**src/rtl/fsm_seq_pkg.sv**
```systemverilog
// Shared definitions for the fsm16bit command sequencer: state encoding,
// command-word field layout and the stored program's command words.
package fsm_seq_pkg;

    typedef enum logic [2:0] {
        ST_IDLE,
        ST_RST,
        ST_FETCH,
        ST_SETUP,
        ST_PULSE,
        ST_GAP,
        ST_SETTLE,
        ST_DONE
    } seq_state_t;

    // Command word: [7] END, [6] check, [5] mode, [4] direction, [3:0] value
    localparam int CMD_W       = 8;
    localparam int CMD_END_BIT = 7;
    localparam int CMD_CHK_BIT = 6;
    localparam int CMD_MOD_BIT = 5;
    localparam int CMD_DIR_BIT = 4;
    localparam int CMD_VAL_MSB = 3;
    localparam int CMD_VAL_LSB = 0;

    localparam logic [CMD_W-1:0] CMD_END   = 8'hC0;
    localparam logic [CMD_W-1:0] CMD_ADD1  = 8'h71;
    localparam logic [CMD_W-1:0] CMD_ADD3  = 8'h73;
    localparam logic [CMD_W-1:0] CMD_SUB3  = 8'h63;
    localparam logic [CMD_W-1:0] CMD_SHL   = 8'h51;
    localparam logic [CMD_W-1:0] CMD_SHR   = 8'h41;
    localparam logic [CMD_W-1:0] CMD_NC_S0 = 8'h10;
    localparam logic [CMD_W-1:0] CMD_NC_SL = 8'h11;

    function automatic int max3(input int a, input int b, input int c);
        int m;
        m = (a > b) ? a : b;
        return (m > c) ? m : c;
    endfunction

endpackage

```
**src/rtl/fsm_cmd_rom.sv**
```systemverilog
// Synchronous-read program ROM holding the default fsm16bit exercise program.
// Addresses beyond the table read back as END.
module fsm_cmd_rom
    import fsm_seq_pkg::*;
#(
    parameter int IDX_W = 5
) (
    input  logic                 i_clock,
    input  logic [IDX_W-1:0]     i_addr,
    output logic [CMD_W-1:0]     o_data
);

    logic [7:0]       w_addr;
    logic [CMD_W-1:0] w_word;
    logic [CMD_W-1:0] r_data;

    assign w_addr = 8'(i_addr);

    always_comb begin
        w_word = CMD_END;
        unique case (w_addr)
            8'd0, 8'd1, 8'd2, 8'd3: w_word = CMD_ADD1;
            8'd4:                   w_word = CMD_ADD3;
            8'd5, 8'd6:             w_word = CMD_SUB3;
            8'd7, 8'd8:             w_word = CMD_SHL;
            8'd9, 8'd10, 8'd11:     w_word = CMD_SHR;
            8'd12, 8'd13:           w_word = CMD_SHL;
            8'd14:                  w_word = CMD_NC_S0;
            8'd15:                  w_word = CMD_NC_SL;
            default:                w_word = CMD_END;
        endcase
    end

    always_ff @(posedge i_clock) begin
        r_data <= w_word;
    end

    assign o_data = r_data;

endmodule

```
**src/rtl/fsm_cmd_sequencer.sv**
```systemverilog
// Replays the ROM program onto fsm16bit's control inputs and compares the
// returned count against EXPECT once the program has settled.
module fsm_cmd_sequencer
    import fsm_seq_pkg::*;
#(
    parameter int          ROM_DEPTH     = 32,
    parameter int          SETUP_CYCLES  = 1,
    parameter int          GAP_CYCLES    = 1,
    parameter int          SETTLE_CYCLES = 2,
    parameter logic [15:0] EXPECT        = 16'd3872
) (
    input  logic                         i_clock,
    input  logic                         i_reset,
    input  logic                         i_start,
    input  logic [15:0]                  i_fsm_count,
    output logic                         o_fsm_reset,
    output logic                         o_fsm_enable,
    output logic                         o_fsm_check,
    output logic                         o_fsm_mode,
    output logic                         o_fsm_direction,
    output logic [3:0]                   o_fsm_value,
    output logic                         o_busy,
    output logic                         o_done,
    output logic                         o_pass,
    output logic                         o_overrun,
    output logic [$clog2(ROM_DEPTH)-1:0] o_cmd_index,
    output seq_state_t                   o_dbg_state
);

    localparam int IDX_W    = $clog2(ROM_DEPTH);
    localparam int MAX_WAIT = max3(SETUP_CYCLES, GAP_CYCLES, SETTLE_CYCLES);
    localparam int CNT_W    = $clog2(MAX_WAIT + 1);
    localparam logic [IDX_W-1:0] LAST_IDX = IDX_W'(ROM_DEPTH - 1);

    seq_state_t       r_state;
    seq_state_t       w_state_next;
    logic [IDX_W-1:0] r_index;
    logic [IDX_W-1:0] w_index_next;
    logic [IDX_W-1:0] w_rom_addr;
    logic [CNT_W-1:0] r_cnt;
    logic [CNT_W-1:0] w_cnt_next;
    logic [CMD_W-1:0] w_rom_data;
    logic             r_check;
    logic             r_mode;
    logic             r_dir;
    logic [3:0]       r_value;
    logic             r_pass;
    logic             r_overrun;
    logic             w_load_ops;
    logic             w_clear;
    logic             w_set_overrun;
    logic             w_capture;

    // The ROM is one cycle late, so the next index is presented during GAP
    // and the first index (already cleared to 0) during RST.
    assign w_rom_addr = (r_state == ST_GAP) ? r_index + 1'b1 : r_index;

    fsm_cmd_rom #(
        .IDX_W (IDX_W)
    ) u_rom (
        .i_clock (i_clock),
        .i_addr  (w_rom_addr),
        .o_data  (w_rom_data)
    );

    always_comb begin
        w_state_next  = r_state;
        w_index_next  = r_index;
        w_cnt_next    = (r_cnt != '0) ? r_cnt - 1'b1 : r_cnt;
        w_load_ops    = 1'b0;
        w_clear       = 1'b0;
        w_set_overrun = 1'b0;
        w_capture     = 1'b0;
        unique case (r_state)
            ST_IDLE, ST_DONE: begin
                // start is a level, sampled only here; done stays high until it is seen
                if (i_start) begin
                    w_state_next = ST_RST;
                    w_index_next = '0;
                    w_clear      = 1'b1;
                end
            end
            ST_RST: w_state_next = ST_FETCH;
            ST_FETCH: begin
                if (w_rom_data[CMD_END_BIT]) begin
                    w_state_next = ST_SETTLE;
                    w_cnt_next   = CNT_W'(SETTLE_CYCLES - 1);
                end else begin
                    w_state_next = ST_SETUP;
                    w_cnt_next   = CNT_W'(SETUP_CYCLES - 1);
                    w_load_ops   = 1'b1;
                end
            end
            ST_SETUP: begin
                if (r_cnt == '0) w_state_next = ST_PULSE;
            end
            ST_PULSE: begin
                w_state_next = ST_GAP;
                w_cnt_next   = CNT_W'(GAP_CYCLES - 1);
            end
            ST_GAP: begin
                if (r_cnt == '0) begin
                    if (r_index == LAST_IDX) begin
                        w_set_overrun = 1'b1;
                        w_state_next  = ST_SETTLE;
                        w_cnt_next    = CNT_W'(SETTLE_CYCLES - 1);
                    end else begin
                        w_index_next = r_index + 1'b1;
                        w_state_next = ST_FETCH;
                    end
                end
            end
            ST_SETTLE: begin
                if (r_cnt == '0) begin
                    w_capture    = 1'b1;
                    w_state_next = ST_DONE;
                end
            end
            default: w_state_next = ST_IDLE;
        endcase
    end

    always_ff @(posedge i_clock) begin
        if (i_reset) begin
            r_state   <= ST_IDLE;
            r_index   <= '0;
            r_cnt     <= '0;
            r_check   <= 1'b1;
            r_mode    <= 1'b0;
            r_dir     <= 1'b0;
            r_value   <= '0;
            r_pass    <= 1'b0;
            r_overrun <= 1'b0;
        end else begin
            r_state <= w_state_next;
            r_index <= w_index_next;
            r_cnt   <= w_cnt_next;
            if (w_load_ops) begin
                r_check <= w_rom_data[CMD_CHK_BIT];
                r_mode  <= w_rom_data[CMD_MOD_BIT];
                r_dir   <= w_rom_data[CMD_DIR_BIT];
                r_value <= w_rom_data[CMD_VAL_MSB:CMD_VAL_LSB];
            end
            if (w_clear) begin
                r_pass    <= 1'b0;
                r_overrun <= 1'b0;
            end
            if (w_set_overrun) r_overrun <= 1'b1;
            if (w_capture)     r_pass    <= (i_fsm_count == EXPECT);
        end
    end

    assign o_fsm_reset     = (r_state == ST_RST);
    assign o_fsm_enable    = (r_state == ST_PULSE);
    assign o_fsm_check     = r_check;
    assign o_fsm_mode      = r_mode;
    assign o_fsm_direction = r_dir;
    assign o_fsm_value     = r_value;
    assign o_busy          = (r_state != ST_IDLE) && (r_state != ST_DONE);
    assign o_done          = (r_state == ST_DONE);
    assign o_pass          = r_pass;
    assign o_overrun       = r_overrun;
    assign o_cmd_index     = r_index;
    assign o_dbg_state     = r_state;

endmodule

```
**config.mk**
```make
export PLATFORM = sky130hd
export DESIGN_NAME = fsm_cmd_sequencer
export DESIGN_NICKNAME = d
export VERILOG_FILES = /design/src/rtl/fsm_seq_pkg.sv /design/src/rtl/fsm_cmd_rom.sv /design/src/rtl/fsm_cmd_sequencer.sv
export SDC_FILE = /design/constraint.sdc
export NUM_CORES = 1
export LEC_CHECK = 0
export ABC_AREA = 1
export CAP_MARGIN = 20
export CORE_MARGIN = 2
export CORE_UTILIZATION = 36
export DETAILED_ROUTE_END_ITERATION = 7
export PLACE_DENSITY = 0.74
export SLEW_MARGIN = 20
export SYNTH_ARGS = -nofsm -noshare
export SYNTH_HDL_FRONTEND = slang
export SYNTH_HIERARCHICAL = 1
export SYNTH_SLANG_ARGS = --single-unit
```
**constraint.sdc**
```tcl
create_clock -name i_clock -period 2.3 [get_ports i_clock]
set_input_delay 0.575 -clock i_clock [delete_from_list [all_inputs] [get_ports i_clock]]
set_output_delay 0.575 -clock i_clock [all_outputs]
set_load 0.05 [all_outputs]
```
==> flow_summary.json <==
{
  "cts_setup_buffers": 0,
  "r2r_end": "u_rom/o_data[4]",
  "seqCellArea_um2": 500,
  "synth_mux_area_frac": 0,
  "path_cells": "clkdlybuf4s50_1",
  "p_clk_frac": 0.105,
  "hold_class": "reg2reg",
  "synth_cell_types": 26,
  "dp_hpwl_um": 2360,
  "worstSkewPairLatency_ns": 0.27,
  "slowest_stage": "clkdlybuf4s50_1",
  "p_per_area_mw_per_mm2": 1280,
  "initial_core_util": 0.369,
  "ioPinCount": 40,
  "synthXorXnorAreaFrac": 0,
  "r2r_setup_slack_ns": 0.35,
  "cts_buffer_depth": 2,
  "crit_path_end_kind": "primary output",
  "path_buf_inv": 1,
  "cts_hold_buf": 0,
  "final_cell_area_mm2": 0.00197,
  "grt_pass1_wl_um": 4690,
  "rsz0062_at_grt": "false",
  "synthSimpleGateAreaFrac": 0.401,
  "synth_top_family_by_area": "simple AND/OR/NAND/NOR gates",
  "cts_tree": "yes",
  "combPwrFrac": 0.634,
  "worstPathMaxFanout": 7,
  "required_ns": 1.73,
  "ir_drop_uv": 486,
  "dr.pass1.iters": 4,
  "clk_pin_slew_ns": 0.09,
  "floorplan.rows": 23,
  "worstReg2RegStart": "o_dbg_state[1]",
  "die_h_um": 67.6,
  "drtIter0Drc": 18,
  "start_kind": "flop",
  "postSynthCellCount": 209,
  "cts_made_buffers": 3,
  "setup_viol": 0,
  "ant_nets": 0,
  "drive_gt1_frac": 0.100,
  "dp_slack_ns": 0.357,
  "synth_compound_area_frac": 0.0637,
  "viasPerCell": 4.47,
  "gp_congestion": 0.832,
  "antenna_cells": 0,
  "grt.overflow.total": 0,
  "post_cts_resize_count": 0,
  "core_area_mm2": 0.00394,
  "drv_cap": 0,
  "num_vias": 1338,
  "hp-start": "u_rom/o_data[6]",
  "die_w_um": 67.6,
  "fill_cells": 375,
  "seq_area_frac_synth": 0.344,
  "reg2reg_depth": 11,
  "fin_crit_ns": 2.11,
  "ctsHtreeMaxLevel": 1,
  "timing.final.ws_setup_ns": 0.188,
  "grt_util_all_layers": 0.134,
  "setup_tns_ns": 0,
  "tightest_slew_ns": 0.505,
  "dpl_cell_area_mm2": 0.00192,
  "cpPeakStageDelay_ns": 0.84,
  "hold_depth": 2,
  "drc": 0,
  "wire_per_inst_um": 9.42,
  "ys_seq_elements": 25,
  "power.leakage_uw": 0.000946,
  "clock-root-buffer": "clkbuf_8",
  "seqPwrFrac": 0.261,
  "internal_power_uw": 1260,
  "relSlewSlack": 0.662,
  "cts.sinks": 25,
  "dieArea_mm2": 0.00456,
  "finalMaxSlewViolations": 0,
  "syn-cell-area_mm2": 0.00145,
  "grt_pass1_vias": 1170,
  "wl_um": 2820,
  "timing.critical_path.from": "o_cmd_index[2]",
  "hold_viol_final": 0,
  "ys.warnings.count": 11,
  "synth_fa_ha_area_frac": 0.0861,
  "swShare": 0.503,
  "avgSynthCellArea_um2": 6.96,
  "area_delta_synth_final_pct": 35.4,
  "port-buffer-count": 39,
  "nets": 279,
  "fin_skew_ns": 0.00331,
  "min_period_over_period": 0.918,
  "worst_path_dominant_cell_family": "buffers and inverters",
  "p_switching_uw": 1270,
  "fmax_mhz": 473,
  "critical_path_arrival_ns": 1.54,
  "grt_max_degree": 17,
  "status": "complete, no violations",
  "holdPathEnd": "o_fsm_check",
  "critical_path_class": "reg2out",
  "antenna_found_initial": 0,
  "multi_input_area_um2": 811
}
==> area by class of cell <==
cell class / count / share of cell area
clock inverter: 1 / 0.00381
inverter: 28 / 0.0598
clock buffer: 3 / 0.0210
sequential: 25 / 0.254
multi-input combinational: 153 / 0.412
tap: 50 / 0.0318
timing repair buffer: 39 / 0.217
==> registers in the layout, indices dropped and copies added, names as in the netlist <==
name,count
u_rom/o_data,6
o_cmd_index,5
o_fsm_value,4
o_dbg_state,3
r_cnt,2
o_fsm_check,1
o_fsm_direction,1
o_fsm_mode,1
o_overrun,1
o_pass,1
==> cells by family after synthesis <==
group / Yosys count
simple gates: 123
buf+inv: 32
flops: 25
compound gates: 18
fa+ha+maj: 10
other cells: 1
==> worst max-delay path by stage <==
stage	cells past startpoint	slack, ns	endpoint
4_1_cts	1	0.18	o_cmd_index[2]
5_1_grt	1	0.12	o_cmd_index[2]
3_3_place_gp	11	0.43	u_rom/o_data[4]
3_5_place_dp	11	0.36	u_rom/o_data[4]
6_report	1	0.19	o_cmd_index[2]
2_1_floorplan	11	0.09	u_rom/o_data[4]
==> Yosys cell counts (all sizes together) <==
cell type	count	area share
buf	4	0.022
o21ai	12	0.041
inv	27	0.070
ha	10	0.086
nand3b	2	0.010
a21oi	5	0.017
nor2	51	0.15
nand2	56	0.18
nor3	2	0.010
dfxtp	25	0.34
clkinv	1	0.011
o21bai	1	0.0052
nand3	9	0.041
conb	1	0.0026
nand4	3	0.013
==> routing by layer <==
layer | wire length [um] | GRT usage | vias to the layer above
li1 | - | - | 727
met5 | 0 | 0 | -
met3 | 226 | 0.0283 | 5
met2 | 1350 | 0.245 | 30
met1 | 1190 | 0.146 | 576
met4 | 49 | 0.0612 | 0
==> per-stage QoR <==
stage,total power (uW),util,hold WS [ns],instances
after detailed placement,2290,0.487,0.436,295
after global routing,2730,0.499,0.479,299
after floorplan,1830,-,0.419,210
after CTS,2560,0.499,0.458,299
after global placement,2270,0.487,0.426,295
final,2530,0.499,0.454,299
==> worst reg2reg max path: cells and delay by family (launching register included) <==
| kind | cells | cell delay, ns |
|---|---|---|
| DFF | 1 | 0.39 |
| adders and majority gates | 3 | 0.83 |
| buffers and inverters | 4 | 0.31 |
| and+or+nand+nor | 3 | 0.26 |
| AOI/OAI and AO/OA | 1 | 0.11 |
==> power by group through the flow <==
| stage | Sequential (uW) | Clock (uW) | Combinational [uW] |
|---|---|---|---|
| final | 660 | 265 | 1600 |
| after global placement | 670 | 0 | 1600 |
| after floorplan | 955 | 0 | 872 |
| after global routing | 682 | 290 | 1760 |
| after detailed placement | 673 | 0 | 1620 |
| after CTS | 663 | 276 | 1620 |
==> cells in the final DEF (no fill, tap or decap), types with 2 or more instances in the layout <==
master / instances
a21oi_1: 5
buf_12: 4
clkbuf_8: 3
clkdlybuf4s50_1: 34
conb_1: 2
dfxtp_1: 25
ha_1: 10
inv_1: 25
inv_2: 2
nand2_1: 50
nand2_4: 4
nand3_1: 6
nand3_2: 3
nand3b_1: 2
nand4_1: 3
nor2_1: 48
o21ai_0: 11
(Power assumes the default switching activity.)
==> RTL change 1, RTL diff (same settings) <==
Reset style: asynchronous (`i_reset`), changed in one clocked block.
--- a/src/rtl/fsm_cmd_sequencer.sv
+++ b/src/rtl/fsm_cmd_sequencer.sv
@@ -122,3 +122,3 @@
 
-    always_ff @(posedge i_clock) begin
+    always_ff @(posedge i_clock or posedge i_reset) begin
         if (i_reset) begin
Function: differs if i_reset is asserted again (counterexample within 4 cycles, from zero or initial values and one cycle with i_reset high); with i_reset held inactive, the same outputs for 10 cycles.
==> RTL change 1 against the unedited design <==
- final area is 1.9% higher
- total power shrank 3.4%
- routed wire length up 7.0%
- utilization grew 0.58 points
- synthesized area grew 1.7%
- sequential power fell by 5.5%
- worst setup slack got worse by 0.044 ns
- sequential cell count stayed put
==> RTL change 1: results (changes against the unedited design) <==
WL/cell=10.11 um (+7.3%); RD Place Congestion=0.8816 (+6.0%); Leakage=1.049 nW (+11%); first-pass GRT wire length=4864 um (+3.7%); Setup Skew=0.004869 ns (+0.001557 ns); critical path arrival=1.58 ns (+0.04 ns); Non-Filler Instances=298 (-0.33%); placed instance area=0.001957 mm2 (+2.0%); Seq/Total Area, Yosys=40.36% (+5.9 points); Vias=1330 (-0.60%); multi-input logic area=755.7 um2 (-6.8%); Logic power comb=1.56 mW (-3%); Final nets=278 (-0.36%); number of global-route vias before repair=1236 (+5.6%); nonclk inv count=27 (-3.6%); layout cells sized above 1=10.48% (+0.44 points); R2R Path Start=o_dbg_state[1]$_DFFE_PP0P_; fill count=396 (+5.6%); met1 Track Usage GR=15.81% (+1.2 points); critical path peak fanout=2 (-5); Least-Margin Pin Slew=0.5054 ns (+0.0003996 ns); Hold Path End=o_fsm_check$_DFFE_PP1P_; Switching Power=1.240 mW (-2.4%); worst vdd ir=364.5 uV (-25%); syn_area_per_cell=7.250 um2 (+4.2%); Final clock-cell share=2.433% (-0.046 points); status=completed; wl on met1=1348 um (+13%); CP startpoint=o_fsm_check$_DFFE_PP1P_; buffering overhead=21.83% (+0.092 points); predominant post-synthesis flop cell=dfrtp_1; all-layer global routing usage=13.55% (+0.16 points); worst setup margin=0.1434 ns (-0.04436 ns); synth unique cells=24 (-7.7%); multi-input combinational cell count=150 (-2.0%); hpwl dp=2444 um (+3.7%); met2 WL=1423 um (+5.6%); met3 wire length=225 um (-0.44%); Final Hold Slack=0.4005 ns (-0.05309 ns); met2 GRT Util=25.00% (+0.49 points); CP max stage delay=0.79 ns (-0.05 ns)
RTL change 1: cell count changes in the layout (fill, tap and decap cells not counted), moves of 3 or more:
cell     unedited run  this run
nand2_1            50        78
nor2_1             48        22
dfxtp_1            25         6
dfrtp_1             0        18
a21oi_1             5         1
buf_4               1         5
nand2_2             1         4
RTL change 1: logic make-up (layout without fill, tap and decap cells):
group / after synthesis / count (layout) / synth area share, %
flip-flops: 25 / 25 / 40.36
other: 1 / 2 / 0.2536
buffers and inverters: 30 / 73 / 8.798
AND/OR/NAND/NOR: 124 / 124 / 37.14
AO/OA/AOI/OAI: 14 / 14 / 4.991
adder cells (fa/ha/maj): 10 / 10 / 8.460
RTL change 1: tightest hold or removal path, delay by kind of cell (launching register included):
kind,cells,cell delay (ns)
flip-flops,1,0.30
AND/OR/NAND/NOR,2,0.10
==> RTL change 2, RTL diff (same flow settings) <==
Made on the original files. Change the parameter `SETTLE_CYCLES` from 2 to 1.
--- a/src/rtl/fsm_cmd_sequencer.sv
+++ b/src/rtl/fsm_cmd_sequencer.sv
@@ -8,3 +8,3 @@
     parameter int          GAP_CYCLES    = 1,
-    parameter int          SETTLE_CYCLES = 2,
+    parameter int          SETTLE_CYCLES = 1,
     parameter logic [15:0] EXPECT        = 16'd3872
Formal check against the unedited RTL: same outputs for any inputs over 10 cycles, from zero or initial values and one cycle with i_reset high; that may be too few to reach the edited logic, so the function may still have changed.
==> RTL change 2 against the unedited design <==
- worst setup slack lost 0.050 ns
- total power shrank 7.0%
- routed wire length shrank 15%
- synthesized area shrank 17%
- sequential cell count shrank 2
- count of clock-buffer cells in the layout is the same
- sequential share of layout area grew 2.4 points
- clock skew shrank 0.0012 ns
- final area shrank 16%
- clock power shrank 29%
- via count shrank 14%
- highest routed layer unchanged
==> RTL change 2: results (changes against the unedited design) <==
setup slack at placement=0.4251 ns (+0.06785 ns); Root Driver=clkbuf_4; met2 WL=1113 um (-17%); Post-Synthesis Cells=172 (-18%); Period minus WS final=2.162 ns (+0.04962 ns); CTS clk-pin slew, worst paths=0.13 ns (+0.04 ns); synth unique cells=23 (-12%); H-tree levels=1 (unchanged); first-pass GRT wire length=4146 um (-12%); layout cells sized above 1=9.906% (-0.13 points); Final Hold Slack=0.4689 ns (+0.01525 ns); worst vdd ir=715.7 uV (+47%); # placed instances=254 (-14%); Vias=1145 (-14%); hpwl dp=1918 um (-19%); initial antenna violation count=0 (unchanged); Initial DRC Count=38 (+20); global routing met3 resource utilization=2.484% (-0.35 points); CP max-delay cell=clkdlybuf4s50_1; CP delay by family, top=buffers and inverters; all-layer global routing usage=14.36% (+0.98 points); max reg flops=6 (unchanged); Hold Crit Class=flop to flop; diodes inserted=0 (unchanged); CP max stage delay=0.84 ns (about the same); Rel. slew slack=59.72% (-6.5 points); Leakage=0.7866 nW (-17%); Final nets=238 (-15%); routed vias/inst=4.438 (-0.83%); predominant post-synthesis flop cell=dfxtp_1; number of global-route vias before repair=1031 (-12%); critical path endpoint=o_cmd_index[0]; CP startpoint=o_cmd_index[0]$_SDFFE_PP0P_; RR Endpoint=u_rom/o_data[4]$_SDFF_PP0_; Reg2Reg Depth=9 (-2); Routed WL=2396 um (-15%); wl on met1=1138 um (-4.5%); met2 GRT Util=25.30% (+0.79 points); met3 wire length=128 um (-43%); Seq/Total Area, Yosys=38.02% (+3.6 points); Pre-Repair DR Iteration Count=4 (unchanged); RD Place Congestion=0.8403 (+1.0%); pin count of the biggest net entering global routing=14 (-3); hold_sp=o_overrun$_SDFFE_PP0P_; critical path arrival=1.59 ns (+0.05 ns); synth top area cells=dfxtp_1, nor2_1, nand2_1; cts repair resizes=0 (unchanged); hold path cells=2 (unchanged); Port Buffers=39 (unchanged); EDFF count, synth=0 (unchanged); R2R setup slack=0.47 ns (+0.12 ns); status=completed; Post-CTS Setup Inserts=0 (unchanged); placed instance area=0.001622 mm2 (-16%); Hold Path End=o_overrun$_SDFFE_PP0P_; Clock Latency Late Sink=0.31 ns (+0.04 ns); met1 Track Usage GR=17.30% (+2.7 points); critical path peak fanout=5 (-2); Synth top cells by count=nor2_1, nand2_1, dfxtp_1; Setup Skew=0.002077 ns (-0.001234 ns)
-- RTL change 2: layout make-up --
type                    instances  area (um2)
clock buffers                   3       22.52
well taps                      46       57.56
inverters                      23       86.33
multi-input cells             123       636.9
clock inverters                 1       5.005
repair buffers                 39       385.4
flip-flops and latches         23       460.4
fillers                       330        1630
-- RTL change 2: where the power goes --
part | switching [mW] | internal (mW)
logic | 1.01 | 0.494
registers | 0.116 | 0.544
clock network | 0.123 | 0.0650
total | 1.25 | 1.10
-- RTL change 2: worst reg2reg max path: cells and delay by family, from the launching register on --
family                   cells  cell delay, ns
AO/OA/AOI/OAI                2            0.46
flip-flops                   1            0.44
adder cells (fa/ha/maj)      1            0.29
buffers and inverters        3            0.28
AND/OR/NAND/NOR              3            0.26
-- RTL change 2: cells by family after synthesis --
kind of cell | Yosys count | share of synthesized area (%)
buf+inv | 27 | 9.710
other cells | 1 | 0.3096
simple gates | 96 | 37.39
flops | 23 | 38.02
compound gates | 18 | 7.645
fa+ha+maj | 6 | 6.198
xor+xnor | 1 | 0.7233
